File: config.mk
export PLATFORM = sky130hd
export DESIGN_NAME = drs_fifo_unpacker_flat
export DESIGN_NICKNAME = d
export VERILOG_FILES = /design/src/rtl/drs_fifo_unpacker_pkg.sv /design/src/rtl/drs_fifo_unpacker_if.sv /design/src/rtl/drs_unpack_obuf.sv /design/src/rtl/drs_fifo_unpacker.sv /design/src/flat_wrapper.sv
export SDC_FILE = /design/constraint.sdc
export NUM_CORES = 1
export LEC_CHECK = 0
export CORE_ASPECT_RATIO = 1.2
export CORE_MARGIN = 2
export CORE_UTILIZATION = 32
export DETAILED_ROUTE_END_ITERATION = 8
export HOLD_SLACK_MARGIN = 0.08
export PLACE_DENSITY = 0.61
export SYNTH_ARGS = -nofsm -noshare
export SYNTH_HDL_FRONTEND = slang
export SYNTH_HIERARCHICAL = 1
export SYNTH_SLANG_ARGS = --single-unit
File: constraint.sdc
create_clock -name CLK -period 8.89 [get_ports CLK]
set_input_delay 1.778 -clock CLK [delete_from_list [all_inputs] [get_ports CLK]]
set_output_delay 1.778 -clock CLK [all_outputs]
set_load 0.005 [all_outputs]
File: src/rtl/drs_fifo_unpacker_pkg.sv
// Shared frame layout, FSM encoding and sample record for the DRS FIFO unpacker.
package drs_fifo_unpacker_pkg;

  localparam int unsigned HDR_BYTES  = 4;
  localparam int unsigned BYTE_W     = 8;
  localparam int unsigned DEPTH_W    = 13;
  localparam int unsigned DATA_W     = 12;
  localparam int unsigned STOPCELL_W = 10;
  localparam int unsigned FLEN_W     = 16;

  // Reserved-bit masks: header word 0 B0/B1, header word 1 B1, sample B1
  localparam logic [BYTE_W-1:0] RSV_HDR0_B0 = 8'hFE;
  localparam logic [BYTE_W-1:0] RSV_HDR0_B1 = 8'hFF;
  localparam logic [BYTE_W-1:0] RSV_HDR1_B1 = 8'hF0;
  localparam logic [BYTE_W-1:0] RSV_SMP_B1  = 8'hF0;

  typedef enum logic [1:0] {
    IDLE = 2'd0,
    HDR  = 2'd1,
    DATA = 2'd2,
    DONE = 2'd3
  } state_e;

  typedef struct packed {
    logic               ch;
    logic [DEPTH_W-1:0] idx;
    logic [DATA_W-1:0]  data;
  } smp_rec_t;

endpackage

File: src/rtl/drs_fifo_unpacker_if.sv
// Byte-FIFO read side and tagged sample stream of the DRS unpacker.
interface drs_fifo_unpacker_if;
  import drs_fifo_unpacker_pkg::*;

  logic [BYTE_W-1:0]  DFIFO_DOUT;
  logic               DFIFO_EMPTY;
  logic               DFIFO_VALID;
  logic               DFIFO_RD_EN;
  logic [DATA_W-1:0]  SMP_DATA;
  logic               SMP_CH;
  logic [DEPTH_W-1:0] SMP_IDX;
  logic               SMP_VALID;
  logic               SMP_READY;

  modport master (
    input  DFIFO_DOUT, DFIFO_EMPTY, DFIFO_VALID, SMP_READY,
    output DFIFO_RD_EN, SMP_DATA, SMP_CH, SMP_IDX, SMP_VALID
  );

  modport slave (
    output DFIFO_DOUT, DFIFO_EMPTY, DFIFO_VALID, SMP_READY,
    input  DFIFO_RD_EN, SMP_DATA, SMP_CH, SMP_IDX, SMP_VALID
  );

endinterface

File: src/rtl/drs_unpack_obuf.sv
// Small synchronous sample FIFO with occupancy count and valid/ready head.
module drs_unpack_obuf
  import drs_fifo_unpacker_pkg::*;
#(
  parameter int unsigned DEPTH = 4
) (
  input  logic                   CLK,
  input  logic                   RST,
  input  logic                   push_i,
  input  smp_rec_t               push_rec_i,
  input  logic                   ready_i,
  output smp_rec_t               head_o,
  output logic                   valid_o,
  output logic [$clog2(DEPTH):0] count_o
);

  localparam int unsigned AW = $clog2(DEPTH);

  smp_rec_t        mem_q [DEPTH];
  logic [AW-1:0]   wr_ptr_q, rd_ptr_q;
  logic [AW:0]     count_q;
  logic            pop_c;

  assign valid_o = (count_q != '0);
  assign pop_c   = valid_o && ready_i;
  assign head_o  = valid_o ? mem_q[rd_ptr_q] : '0;
  assign count_o = count_q;

  always_ff @(posedge CLK or posedge RST) begin
    if (RST) begin
      wr_ptr_q <= '0;
      rd_ptr_q <= '0;
      count_q  <= '0;
    end else begin
      if (push_i) wr_ptr_q <= wr_ptr_q + AW'(1);
      if (pop_c)  rd_ptr_q <= rd_ptr_q + AW'(1);
      case ({push_i, pop_c})
        2'b10:   count_q <= count_q + (AW+1)'(1);
        2'b01:   count_q <= count_q - (AW+1)'(1);
        default: count_q <= count_q;
      endcase
    end
  end

  // Storage needs no reset: the head is masked while empty
  always_ff @(posedge CLK) begin
    if (push_i) mem_q[wr_ptr_q] <= push_rec_i;
  end

endmodule

File: src/rtl/drs_fifo_unpacker.sv
// Drains the DRS readout byte FIFO, parses event frames and emits tagged 12-bit samples.
module drs_fifo_unpacker
  import drs_fifo_unpacker_pkg::*;
#(
  parameter int unsigned OBUF_DEPTH = 4,
  parameter int unsigned CNT_W      = 16
) (
  input  logic                  CLK,
  input  logic                  RST,
  input  logic                  ENABLE,
  input  logic [DEPTH_W-1:0]    DRS_READDEPTH,
  drs_fifo_unpacker_if.master   bus,
  output logic [STOPCELL_W-1:0] EVT_STOPCELL,
  output logic [1:0]            EVT_STOPCH,
  output logic                  EVT_STOPCH_FLAG,
  output logic                  EVT_HDR_VALID,
  output logic                  EVT_DONE,
  output logic                  FMT_ERR,
  output logic [CNT_W-1:0]      EVT_CNT,
  output logic [CNT_W-1:0]      ERR_CNT,
  output logic                  BUSY
);

  localparam int unsigned OCC_W = $clog2(OBUF_DEPTH) + 1;
  localparam logic [OCC_W-1:0] OCC_MAX = OCC_W'(OBUF_DEPTH - 3);

  state_e                  state_q, state_d;
  logic [DEPTH_W-1:0]      depth_q, idx_q;
  logic                    ch_q, flag_tmp_q;
  logic [FLEN_W-1:0]       req_cnt_q, rcv_cnt_q, flen_c;
  logic [BYTE_W-1:0]       lo_byte_q;
  logic [STOPCELL_W-1:0]   stopcell_q;
  logic [1:0]              stopch_q;
  logic                    flag_q, hdr_valid_q, evt_done_q, fmt_err_q, busy_q;
  logic [CNT_W-1:0]        evt_cnt_q, err_cnt_q;
  logic                    issue_ok_c, rd_en_c, beat_c, push_c, err_c, hdr_done_c;
  logic [OCC_W-1:0]        occ_c;
  smp_rec_t                push_rec_c, head_c;
  logic [BYTE_W-1:0]       dout_c;

  assign dout_c     = bus.DFIFO_DOUT;
  assign flen_c     = FLEN_W'({depth_q, 2'b00}) + FLEN_W'(HDR_BYTES);
  assign issue_ok_c = !bus.DFIFO_EMPTY && (req_cnt_q < flen_c) && (occ_c <= OCC_MAX);
  assign beat_c     = bus.DFIFO_VALID && ((state_q == HDR) || (state_q == DATA));
  assign push_rec_c = '{ch: ch_q, idx: idx_q, data: {dout_c[3:0], lo_byte_q}};

  // Next state, read strobe and per-byte parse decisions
  always_comb begin
    state_d    = state_q;
    rd_en_c    = 1'b0;
    push_c     = 1'b0;
    err_c      = 1'b0;
    hdr_done_c = 1'b0;
    case (state_q)
      IDLE: begin
        err_c = bus.DFIFO_VALID;
        if (ENABLE && !bus.DFIFO_EMPTY) state_d = HDR;
      end
      HDR: begin
        rd_en_c = issue_ok_c;
        if (bus.DFIFO_VALID) begin
          case (rcv_cnt_q[1:0])
            2'd0: err_c = |(dout_c & RSV_HDR0_B0);
            2'd1: err_c = |(dout_c & RSV_HDR0_B1);
            2'd3: begin
              err_c      = |(dout_c & RSV_HDR1_B1);
              hdr_done_c = 1'b1;
              state_d    = (depth_q == '0) ? DONE : DATA;
            end
            default: err_c = 1'b0;
          endcase
        end
      end
      DATA: begin
        rd_en_c = issue_ok_c;
        if (bus.DFIFO_VALID && rcv_cnt_q[0]) begin
          push_c = 1'b1;
          err_c  = |(dout_c & RSV_SMP_B1);
          if (rcv_cnt_q == flen_c - FLEN_W'(1)) state_d = DONE;
        end
      end
      DONE: begin
        err_c   = bus.DFIFO_VALID;
        state_d = IDLE;
      end
    endcase
  end

  always_ff @(posedge CLK or posedge RST) begin
    if (RST) begin
      state_q     <= IDLE;
      depth_q     <= '0;
      idx_q       <= '0;
      ch_q        <= 1'b0;
      flag_tmp_q  <= 1'b0;
      req_cnt_q   <= '0;
      rcv_cnt_q   <= '0;
      lo_byte_q   <= '0;
      stopcell_q  <= '0;
      stopch_q    <= '0;
      flag_q      <= 1'b0;
      hdr_valid_q <= 1'b0;
      evt_done_q  <= 1'b0;
      fmt_err_q   <= 1'b0;
      busy_q      <= 1'b0;
      evt_cnt_q   <= '0;
      err_cnt_q   <= '0;
    end else begin
      state_q     <= state_d;
      fmt_err_q   <= err_c;
      hdr_valid_q <= hdr_done_c;
      evt_done_q  <= (state_d == DONE);
      busy_q      <= (state_d == HDR) || (state_d == DATA);
      if (err_c && (err_cnt_q != '1)) err_cnt_q <= err_cnt_q + CNT_W'(1);
      if (state_d == DONE) evt_cnt_q <= evt_cnt_q + CNT_W'(1);

      if (state_q == IDLE) begin
        depth_q   <= DRS_READDEPTH;
        req_cnt_q <= '0;
        rcv_cnt_q <= '0;
        ch_q      <= 1'b0;
        idx_q     <= '0;
      end else begin
        if (rd_en_c) req_cnt_q <= req_cnt_q + FLEN_W'(1);
        if (beat_c) begin
          rcv_cnt_q <= rcv_cnt_q + FLEN_W'(1);
          lo_byte_q <= dout_c;
        end
      end

      if (beat_c && (state_q == HDR) && (rcv_cnt_q[1:0] == 2'd0)) flag_tmp_q <= dout_c[0];

      if (hdr_done_c) begin
        stopcell_q <= {dout_c[1:0], lo_byte_q};
        stopch_q   <= dout_c[3:2];
        flag_q     <= flag_tmp_q;
      end

      // Channel 0 indices run first, then channel 1 restarts at 0
      if (push_c) begin
        if (idx_q == depth_q - DEPTH_W'(1)) begin
          idx_q <= '0;
          ch_q  <= 1'b1;
        end else begin
          idx_q <= idx_q + DEPTH_W'(1);
        end
      end
    end
  end

  drs_unpack_obuf #(.DEPTH(OBUF_DEPTH)) u_obuf (
    .CLK        (CLK),
    .RST        (RST),
    .push_i     (push_c),
    .push_rec_i (push_rec_c),
    .ready_i    (bus.SMP_READY),
    .head_o     (head_c),
    .valid_o    (bus.SMP_VALID),
    .count_o    (occ_c)
  );

  assign bus.DFIFO_RD_EN = rd_en_c;
  assign bus.SMP_DATA    = head_c.data;
  assign bus.SMP_CH      = head_c.ch;
  assign bus.SMP_IDX     = head_c.idx;

  assign EVT_STOPCELL    = stopcell_q;
  assign EVT_STOPCH      = stopch_q;
  assign EVT_STOPCH_FLAG = flag_q;
  assign EVT_HDR_VALID   = hdr_valid_q;
  assign EVT_DONE        = evt_done_q;
  assign FMT_ERR         = fmt_err_q;
  assign EVT_CNT         = evt_cnt_q;
  assign ERR_CNT         = err_cnt_q;
  assign BUSY            = busy_q;

endmodule
File: src/flat_wrapper.sv
// flat-port wrapper written by rule: the top's interface ports become plain ports
module drs_fifo_unpacker_flat import drs_fifo_unpacker_pkg::*;
#(
  parameter int unsigned OBUF_DEPTH = 4,
  parameter int unsigned CNT_W      = 16
)
  (CLK, RST, ENABLE, DRS_READDEPTH, EVT_STOPCELL, EVT_STOPCH, EVT_STOPCH_FLAG, EVT_HDR_VALID, EVT_DONE, FMT_ERR, EVT_CNT, ERR_CNT, BUSY, bus_DFIFO_DOUT, bus_DFIFO_EMPTY, bus_DFIFO_VALID, bus_SMP_READY, bus_DFIFO_RD_EN, bus_SMP_DATA, bus_SMP_CH, bus_SMP_IDX, bus_SMP_VALID);
  drs_fifo_unpacker_if bus_i ();
  input  logic CLK;
  input  logic RST;
  input  logic ENABLE;
  input  logic [DEPTH_W-1:0] DRS_READDEPTH;
  output logic [STOPCELL_W-1:0] EVT_STOPCELL;
  output logic [1:0] EVT_STOPCH;
  output logic EVT_STOPCH_FLAG;
  output logic EVT_HDR_VALID;
  output logic EVT_DONE;
  output logic FMT_ERR;
  output logic [CNT_W-1:0] EVT_CNT;
  output logic [CNT_W-1:0] ERR_CNT;
  output logic BUSY;
  input wire logic [$bits(bus_i.DFIFO_DOUT)-1:0] bus_DFIFO_DOUT;
  input wire logic [$bits(bus_i.DFIFO_EMPTY)-1:0] bus_DFIFO_EMPTY;
  input wire logic [$bits(bus_i.DFIFO_VALID)-1:0] bus_DFIFO_VALID;
  input wire logic [$bits(bus_i.SMP_READY)-1:0] bus_SMP_READY;
  output wire logic [$bits(bus_i.DFIFO_RD_EN)-1:0] bus_DFIFO_RD_EN;
  output wire logic [$bits(bus_i.SMP_DATA)-1:0] bus_SMP_DATA;
  output wire logic [$bits(bus_i.SMP_CH)-1:0] bus_SMP_CH;
  output wire logic [$bits(bus_i.SMP_IDX)-1:0] bus_SMP_IDX;
  output wire logic [$bits(bus_i.SMP_VALID)-1:0] bus_SMP_VALID;
  assign bus_i.DFIFO_DOUT = bus_DFIFO_DOUT;
  assign bus_i.DFIFO_EMPTY = bus_DFIFO_EMPTY;
  assign bus_i.DFIFO_VALID = bus_DFIFO_VALID;
  assign bus_i.SMP_READY = bus_SMP_READY;
  assign bus_DFIFO_RD_EN = bus_i.DFIFO_RD_EN;
  assign bus_SMP_DATA = bus_i.SMP_DATA;
  assign bus_SMP_CH = bus_i.SMP_CH;
  assign bus_SMP_IDX = bus_i.SMP_IDX;
  assign bus_SMP_VALID = bus_i.SMP_VALID;
  drs_fifo_unpacker #(.OBUF_DEPTH(OBUF_DEPTH), .CNT_W(CNT_W)) u_core (.CLK(CLK), .RST(RST), .ENABLE(ENABLE), .DRS_READDEPTH(DRS_READDEPTH), .bus(bus_i), .EVT_STOPCELL(EVT_STOPCELL), .EVT_STOPCH(EVT_STOPCH), .EVT_STOPCH_FLAG(EVT_STOPCH_FLAG), .EVT_HDR_VALID(EVT_HDR_VALID), .EVT_DONE(EVT_DONE), .FMT_ERR(FMT_ERR), .EVT_CNT(EVT_CNT), .ERR_CNT(ERR_CNT), .BUSY(BUSY));
endmodule
==> flow_metrics.py, run 1 <==
metrics = {
    "power": {
        "p_leak_nw": 5.397,
        "power_dens_cells_mw_per_mm2": 237.6,
        "pwr-share-seq": 0.436,
        "part_of_the_total_power_dissipated_in_combinational_logic": 0.242,
        "p_sw_mw": 0.8868,
        "power.internal_mw": 2.339,
        "switching_share": 0.2749,
        "worst_ir_drop_vdd_mv": 0.1406,
        "clkPwrFrac": 0.322,
    },
    "timing": {
        "crit_share_post_route": 0.7449,
        "grt_setup_unrepaired": "no",
        "worst_clock_skew_ns": 0.007837,
        "tightest_slew_ns": 0.9181,
        "final-hold-violation-count": 0,
        "fin_tns_setup_ns": 0,
        "final_period_demand_of_the_worst_path_ns": 6.622,
        "timing.max_slew.rel_slack": 0.3879,
        "setup_viol": 0,
        "report.final.slew_viol_count": 0,
        "max_freq_ghz": 0.1510,
        "hold_slack_ns": 0.4783,
    },
    "cts": {
        "clockRootBuffer": "sky130_fd_sc_hd__clkbuf_16",
        "htreeDepth": 1,
        "clock_insertion_delay_worst_skew_ns": 0.52,
        "worst_setup_hold_path_clk_slew_ns": 0.06,
        "cts_resized": 0,
        "cts_hold_buffers": 0,
        "max-clock-path-buffers": 3,
        "clkSinkCount": 230,
        "tritoncts": "built",
        "cts_setup_buffers": 0,
        "cts_inserted_buffers": 25,
    },
    "synthesis": {
        "synth_xor_area_frac": 0.08339,
        "synthesized_area_divided_by_synthesized_cell_count_um2": 12.47,
        "syn_inst": 906,
        "synth.top_cells.by_area": "sky130_fd_sc_hd__dfrtp_1 28%, sky130_fd_sc_hd__edfxtp_1 28%, sky130_fd_sc_hd__xnor2_1 4.1%, sky130_fd_sc_hd__mux4_2 3.6%, sky130_fd_sc_hd__xor2_1 3.4%",
        "dominant_combinational_cell_family_by_area_after_synthesis": "simple AND/OR/NAND/NOR gates",
        "compound_gate_portion_of_the_synthesized_area": 0.06412,
        "post_synth_num_cell_types": 71,
        "syn_area_mm2": 0.01130,
        "ys_seq_area_frac": 0.5555,
        "synth_largest_area_cell": "sky130_fd_sc_hd__dfrtp_1",
        "ys_seq_elements": 230,
        "yosys_warning_count": 6,
        "synth_ff_type": "sky130_fd_sc_hd__dfrtp_1",
        "synth_fa_ha_area_frac": 0.03499,
        "synthesis.nets": 964,
        "yosysTopAreaCellShare": 0.2791,
        "async_reset_ff_frac": 0.5478,
        "synth-edff-count": 104,
        "synth-simple-area-share": 0.1403,
        "muxShareOfSynthArea": 0.09092,
    },
    "layout": {
        "flow.area_growth_from_synthesis_pct": 20.14,
        "design.final.nets": 1061,
        "antennaDiodeCount": 0,
        "n_fill_cell": 3378,
        "post_route_cells_drive_above_1_share": 0.1076,
        "layout.cell_area.non_filler_mm2": 0.01357,
    },
    "grt": {
        "grt_pass1_wl_um": 41010,
        "track_usage": 0.1385,
        "grt_max_degree": 68,
        "first_global_vias": 7400,
        "grt_antenna_before_repair": 0,
        "overflow": 0,
    },
    "setup_path": {
        "timing.reg2reg.setup_slack_ns": 4.00,
        "timing.critical_path.required_ns": 7.11,
        "cp-end-kind": "output port",
        "timing.setup.critical_path_class": "reg2out",
        "worst-path-max-fanout": 20,
        "cp.arrival_ns": 4.84,
        "critical_path.startpoint_type": "flip-flop",
    },
    "drt": {
        "totalWireLength_um": 25280,
        "vias_post_dr": 7358,
        "route.detailed.wl_per_inst_um": 17.03,
        "vias_per_instance": 4.958,
        "antenna_violating_nets_post_route": 0,
        "drc_errors": 0,
        "firstDrtPassIters": 4,
        "drt_first_iter_violations": 360,
    },
    "placement": {
        "weighted_congestion_reported_at_the_end_of_routability_driven_placement": 0.8487,
        "postPlaceCellArea_mm2": 0.01274,
        "hpwl_um": 17860,
        "port-buffer-count": 103,
    },
    "die": {
        "placement_rows": 75,
        "die_width_um": 175.5,
        "design.die.area_mm2": 0.03683,
        "die-height_um": 209.8,
        "start_util": 0.3237,
        "design.portCount": 104,
        "design.core.area_mm2": 0.03491,
    },
    "status": {
        "outcome": "finished clean",
    },
    "min_path": {
        "hold_class": "reg2reg",
    },
    "job": {
        "drv.max_cap_violation_count": 0,
    },
}
## synth_stat cells, types with 5 or more instances
cell / number
sky130_fd_sc_hd__xnor2_1: 53
sky130_fd_sc_hd__nand4_1: 17
sky130_fd_sc_hd__clkbuf_1: 23
sky130_fd_sc_hd__and4_1: 5
sky130_fd_sc_hd__edfxtp_1: 104
sky130_fd_sc_hd__nor4_1: 9
sky130_fd_sc_hd__o21ai_0: 22
sky130_fd_sc_hd__and3_1: 20
sky130_fd_sc_hd__xor2_1: 44
sky130_fd_sc_hd__a21o_1: 8
sky130_fd_sc_hd__nand2_1: 63
sky130_fd_sc_hd__ha_1: 30
sky130_fd_sc_hd__nor2_1: 53
sky130_fd_sc_hd__or3_1: 10
sky130_fd_sc_hd__nor3_1: 14
sky130_fd_sc_hd__or4_1: 6
sky130_fd_sc_hd__nand3_1: 48
sky130_fd_sc_hd__mux2_2: 33
sky130_fd_sc_hd__and2_1: 36
sky130_fd_sc_hd__mux4_1: 8
sky130_fd_sc_hd__buf_2: 5
sky130_fd_sc_hd__a21oi_1: 27
sky130_fd_sc_hd__o31ai_1: 13
sky130_fd_sc_hd__mux4_2: 18
sky130_fd_sc_hd__dfrtp_1: 126
sky130_fd_sc_hd__inv_1: 32
## routing by layer
metal / wire, um / share of wire / up-vias / GRT usage
met5: 0 / 0 / - / 0
met4: 693 / 0.027 / 0 / 0.04417
met3: 1132 / 0.045 / 43 / 0.02011
met2: 12740 / 0.50 / 154 / 0.2406
met1: 10710 / 0.42 / 3641 / 0.1780
li1: - / - / 3520 / -
## worst max-delay path: stages, from the launching register on
cell                              delay, ns
sky130_fd_sc_hd__dfrtp_1               0.64
sky130_fd_sc_hd__nand3_1               0.34
sky130_fd_sc_hd__nor4_1                0.69
sky130_fd_sc_hd__nor2_1                0.12
sky130_fd_sc_hd__ha_1                  0.33
sky130_fd_sc_hd__a21o_1                0.16
sky130_fd_sc_hd__a21o_1                0.16
sky130_fd_sc_hd__a221oi_1              0.29
sky130_fd_sc_hd__nand2_1               0.10
sky130_fd_sc_hd__o221a_2               0.34
sky130_fd_sc_hd__or3_4                 0.48
sky130_fd_sc_hd__inv_1                 0.14
sky130_fd_sc_hd__clkdlybuf4s50_1       0.51
## power groups by stage
stage / combinational [mW] / clock, mW / sequential, mW
after floorplan: 0.529 / 0 / 1.36
after global placement: 0.786 / 0 / 1.42
after CTS: 0.800 / 1.07 / 1.41
final: 0.781 / 1.04 / 1.41
after global routing: 0.866 / 1.12 / 1.43
after detailed placement: 0.798 / 0 / 1.43
## state kept, by name, summed over array words and instances (netlist names), 3 cells and up
register               count
u_core/depth_q            13
u_core/lo_byte_q           8
u_core/rcv_cnt_q          16
u_core/EVT_CNT            16
u_core/ERR_CNT            16
u_core/u_obuf/count_o      3
u_core/EVT_STOPCELL       10
u_core/req_cnt_q          16
u_core/u_obuf/mem_q      104
u_core/idx_q              13
## cell type report
cell class                 instances  area (um^2)  area share
clock inverter                    14        167.7     0.01235
inverter                          32        122.6    0.009033
timing repair buffer             111         1091     0.08038
tap                              462        578.1     0.04258
clock buffer                      32        661.9     0.04876
sequential                       230         6276      0.4623
multi-input combinational        603         4677      0.3445
## through the flow
stage	total power, mW	worst slack, ns	util	cells
floorplan	1.886	3.955	-	906
global placement	2.208	2.873	0.3651	1438
detailed placement	2.229	2.817	0.3651	1438
CTS	3.282	2.247	0.3889	1484
global route	3.417	1.763	0.3889	1484
finish	3.226	2.268	0.3889	1484
## path summary, 6_finish.rpt
kind,end,depth (start not counted),from
max,bus_DFIFO_RD_EN,12,u_core/depth_q[0]
min,u_core/EVT_CNT[15],1,u_core/EVT_CNT[15]
max reg2reg,u_core/EVT_CNT[13],16,u_core/depth_q[0]
min reg2reg,u_core/EVT_CNT[15],1,u_core/EVT_CNT[15]
max in group asynchronous,u_core/req_cnt_q[4],3,RST
min in group asynchronous,u_core/u_obuf/rd_ptr_q[1],2,RST
## layout by cell type, fill, tap and decap left out, types with 5 or more instances in the layout
master / Yosys / layout
sky130_fd_sc_hd__dfrtp_1: 126 / 126
sky130_fd_sc_hd__edfxtp_1: 104 / 104
sky130_fd_sc_hd__clkdlybuf4s50_1: 0 / 103
sky130_fd_sc_hd__nand2_1: 63 / 63
sky130_fd_sc_hd__nor2_1: 53 / 53
sky130_fd_sc_hd__xnor2_1: 53 / 53
sky130_fd_sc_hd__nand3_1: 48 / 48
sky130_fd_sc_hd__xor2_1: 44 / 44
sky130_fd_sc_hd__and2_1: 36 / 36
sky130_fd_sc_hd__mux2_2: 33 / 33
sky130_fd_sc_hd__inv_1: 32 / 31
sky130_fd_sc_hd__ha_1: 30 / 29
sky130_fd_sc_hd__a21oi_1: 27 / 27
sky130_fd_sc_hd__clkbuf_16: 0 / 25
sky130_fd_sc_hd__o21ai_0: 22 / 22
sky130_fd_sc_hd__and3_1: 20 / 20
sky130_fd_sc_hd__mux4_2: 18 / 18
sky130_fd_sc_hd__nand4_1: 17 / 17
sky130_fd_sc_hd__nor3_1: 14 / 14
sky130_fd_sc_hd__o31ai_1: 13 / 13
sky130_fd_sc_hd__or3_1: 10 / 10
sky130_fd_sc_hd__nor4_1: 9 / 9
sky130_fd_sc_hd__a21o_1: 8 / 8
sky130_fd_sc_hd__buf_4: 3 / 8
sky130_fd_sc_hd__mux4_1: 8 / 8
sky130_fd_sc_hd__clkbuf_1: 23 / 6
sky130_fd_sc_hd__or4_1: 6 / 6
sky130_fd_sc_hd__and4_1: 5 / 5
## cells by family after synthesis
logic type               Yosys count
AND/OR/NAND/NOR                  299
AO/OA/AOI/OAI                    109
XOR/XNOR                         101
flip-flops                       230
adder cells (fa/ha/maj)           31
multiplexers                      63
buffers and inverters             73
Note: power is estimated with default switching activity, not from simulation.
==> run 2, diff against run 1 <==
Settings changed: PLACE_DENSITY 0.61 to 0.62.
Clock period 8.89 ns to 5.6 ns, I/O delays scaled along.
==> flow_metrics.py, run 2 (synthesis results as in run 1) <==
metrics = {
    "setup_path": {
        "cp.arrival_ns": 4.22,
        "worst-path-max-fanout": 20,
        "timing.critical_path.slowest_stage_cell": "sky130_fd_sc_hd__clkdlybuf4s50_1",
        "timing.critical_path.required_ns": 4.48,
        "timing.setup.critical_path_class": "reg2out",
        "critical_path_cell_by_cell": "ha_4, nand4_1, or3_1, nand2_1, inv_1, ha_1, and4_1, a221oi_2, nand2_1, o221a_2, or3_4, inv_1, clkdlybuf4s50_1",
        "cp-end-kind": "output port",
        "cp_top_family": "simple AND/OR/NAND/NOR gates",
        "slowest_delay_ns": 0.52,
        "critical_path.startpoint_type": "flip-flop",
        "timing.critical_path.buf_inv": 3,
    },
    "layout": {
        "top_register": "u_core/u_obuf/mem_q",
        "antennaDiodeCount": 0,
        "flow.area_growth_from_synthesis_pct": 21.53,
        "design.final.nets": 1067,
        "leading_cell_type_in_the_layout_fill_and_taps_excluded": "sky130_fd_sc_hd__dfrtp_1",
        "largest_register_ffs": 104,
        "final_cell_mix": "123 x sky130_fd_sc_hd__dfrtp_1, 104 x sky130_fd_sc_hd__edfxtp_1, 103 x sky130_fd_sc_hd__clkdlybuf4s50_1, 63 x sky130_fd_sc_hd__nand2_1, 53 x sky130_fd_sc_hd__nor2_1",
        "post_route_cells_drive_above_1_share": 0.1263,
    },
    "cts": {
        "max-clock-path-buffers": 3,
        "htreeDepth": 1,
        "clkSinkCount": 230,
        "worst_setup_hold_path_clk_slew_ns": 0.06,
        "cts_inserted_buffers": 26,
        "cts_setup_buffers": 0,
        "tritoncts": "built",
        "clock_insertion_delay_worst_skew_ns": 0.53,
        "clockRootBuffer": "sky130_fd_sc_hd__clkbuf_16",
    },
    "drt": {
        "route.detailed.wl_per_inst_um": 16.86,
        "totalWireLength_um": 25140,
        "vias_per_instance": 4.959,
        "drc_errors": 0,
        "drt_first_iter_violations": 447,
        "firstDrtPassIters": 5,
        "vias_post_dr": 7394,
        "antenna_violating_nets_post_route": 0,
    },
    "die": {
        "design.core.area_mm2": 0.03491,
        "placement_rows": 75,
        "design.die.area_mm2": 0.03683,
        "design.portCount": 104,
        "die_width_um": 175.5,
        "die-height_um": 209.8,
        "start_util": 0.3237,
    },
    "placement": {
        "port-buffer-count": 103,
        "hpwl_um": 17530,
        "weighted_congestion_reported_at_the_end_of_routability_driven_placement": 0.9354,
    },
    "timing": {
        "setup_viol": 0,
        "max_freq_ghz": 0.1872,
        "final-hold-violation-count": 0,
        "fin_tns_setup_ns": 0,
        "crit_share_post_route": 0.9538,
        "final_period_demand_of_the_worst_path_ns": 5.341,
        "worst_clock_skew_ns": 0.009985,
        "hold_slack_ns": 0.4710,
        "timing.max_slew.rel_slack": 0.3989,
        "grt_setup_unrepaired": "no",
        "report.final.slew_viol_count": 0,
        "tightest_slew_ns": 0.9016,
    },
    "min_path": {
        "hold_class": "reg2reg",
    },
    "grt": {
        "grt_max_degree": 68,
        "first_global_vias": 7480,
        "grt_antenna_before_repair": 0,
        "grt_pass1_wl_um": 40700,
        "track_usage": 0.1368,
        "overflow": 0,
    },
    "power": {
        "power_dens_cells_mw_per_mm2": 376.7,
        "p_leak_nw": 5.457,
        "worst_ir_drop_vdd_mv": 0.2200,
    },
    "status": {
        "outcome": "finished clean",
    },
    "job": {
        "drv.max_cap_violation_count": 0,
    },
}
run 2: cell types whose count changed in the layout (fill, tap and decap cells not counted), sizes merged:
cell,previous run,this run
bufinv,3,2
buf,8,13
clkinvlp,2,3
clkbuf,32,34
run 2: path summary, 6_finish.rpt:
| kind | start | to | slack [ns] | cells past startpoint |
|---|---|---|---|---|
| max | u_core/depth_q[1] | bus_DFIFO_RD_EN | 0.26 | 13 |
| min | u_core/EVT_CNT[15] | u_core/EVT_CNT[15] | 0.47 | 1 |
| max reg2reg | u_core/depth_q[0] | u_core/EVT_CNT[13] | 0.81 | 18 |
| min reg2reg | u_core/EVT_CNT[15] | u_core/EVT_CNT[15] | 0.47 | 1 |
| max in group asynchronous | RST | u_core/depth_q[6] | 3.36 | 3 |
| min in group asynchronous | RST | u_core/u_obuf/wr_ptr_q[1] | 0.93 | 2 |
run 2: metal layers:
layer | track usage | vias up | part of all wire
met1 | 0.1761 | 3657 | 0.43
met2 | 0.2369 | 162 | 0.50
li1 | - | 3528 | -
met4 | 0.04303 | 0 | 0.024
met5 | 0 | - | 0
met3 | 0.02083 | 47 | 0.044
run 2: final cells by class:
type,instances,area (um^2)
fillers,3404,21180
flip-flops and latches,230,6280
multi-input cells,603,4748
repair buffers,116,1129
clock buffers,34,721.9
well taps,462,578.1
clock inverters,14,151.4
inverters,32,122.6
run 2: power by group:
part,internal [mW],switching [mW]
Sequential,2.01,0.223
Clock,1.01,0.686
Combinational,0.723,0.524
Total,3.74,1.43
run 2: timing repair:
item	4_1_cts	5_1_grt
endpoints found under the setup margin	1	1
hold buffers	0	0
gates cloned	0	0
resized for setup	2	11
pin swaps	0	1
run 2: per-stage QoR:
step / setup WS [ns] / instances / area [um^2] / total power, mW / utilization
floorplan: 1.323 / 906 / 11300 / 2.994 / -
global placement: 0.4386 / 1443 / 12780 / 3.511 / 0.3662
detailed placement: 0.3409 / 1443 / 12780 / 3.545 / 0.3662
CTS: 0.01254 / 1491 / 13670 / 5.263 / 0.3915
global route: 0.004222 / 1491 / 13730 / 5.470 / 0.3933
finish: 0.2586 / 1491 / 13730 / 5.173 / 0.3933
run 2: worst reg2reg max path, cell delays in order (launching register included):
cell	delay [ns]
sky130_fd_sc_hd__dfrtp_1	0.44
sky130_fd_sc_hd__buf_4	0.21
sky130_fd_sc_hd__inv_1	0.07
sky130_fd_sc_hd__ha_1	0.22
sky130_fd_sc_hd__nor3b_1	0.51
sky130_fd_sc_hd__nand4_1	0.36
sky130_fd_sc_hd__o31ai_1	0.29
sky130_fd_sc_hd__a211oi_1	0.12
sky130_fd_sc_hd__a21o_1	0.19
sky130_fd_sc_hd__a2111oi_0	0.51
sky130_fd_sc_hd__a31o_2	0.27
sky130_fd_sc_hd__ha_1	0.29
sky130_fd_sc_hd__nand4_1	0.15
sky130_fd_sc_hd__nor2_1	0.18
sky130_fd_sc_hd__and3_1	0.21
sky130_fd_sc_hd__and3_1	0.20
sky130_fd_sc_hd__and3_1	0.22
sky130_fd_sc_hd__nand3_1	0.11
sky130_fd_sc_hd__xnor2_1	0.14
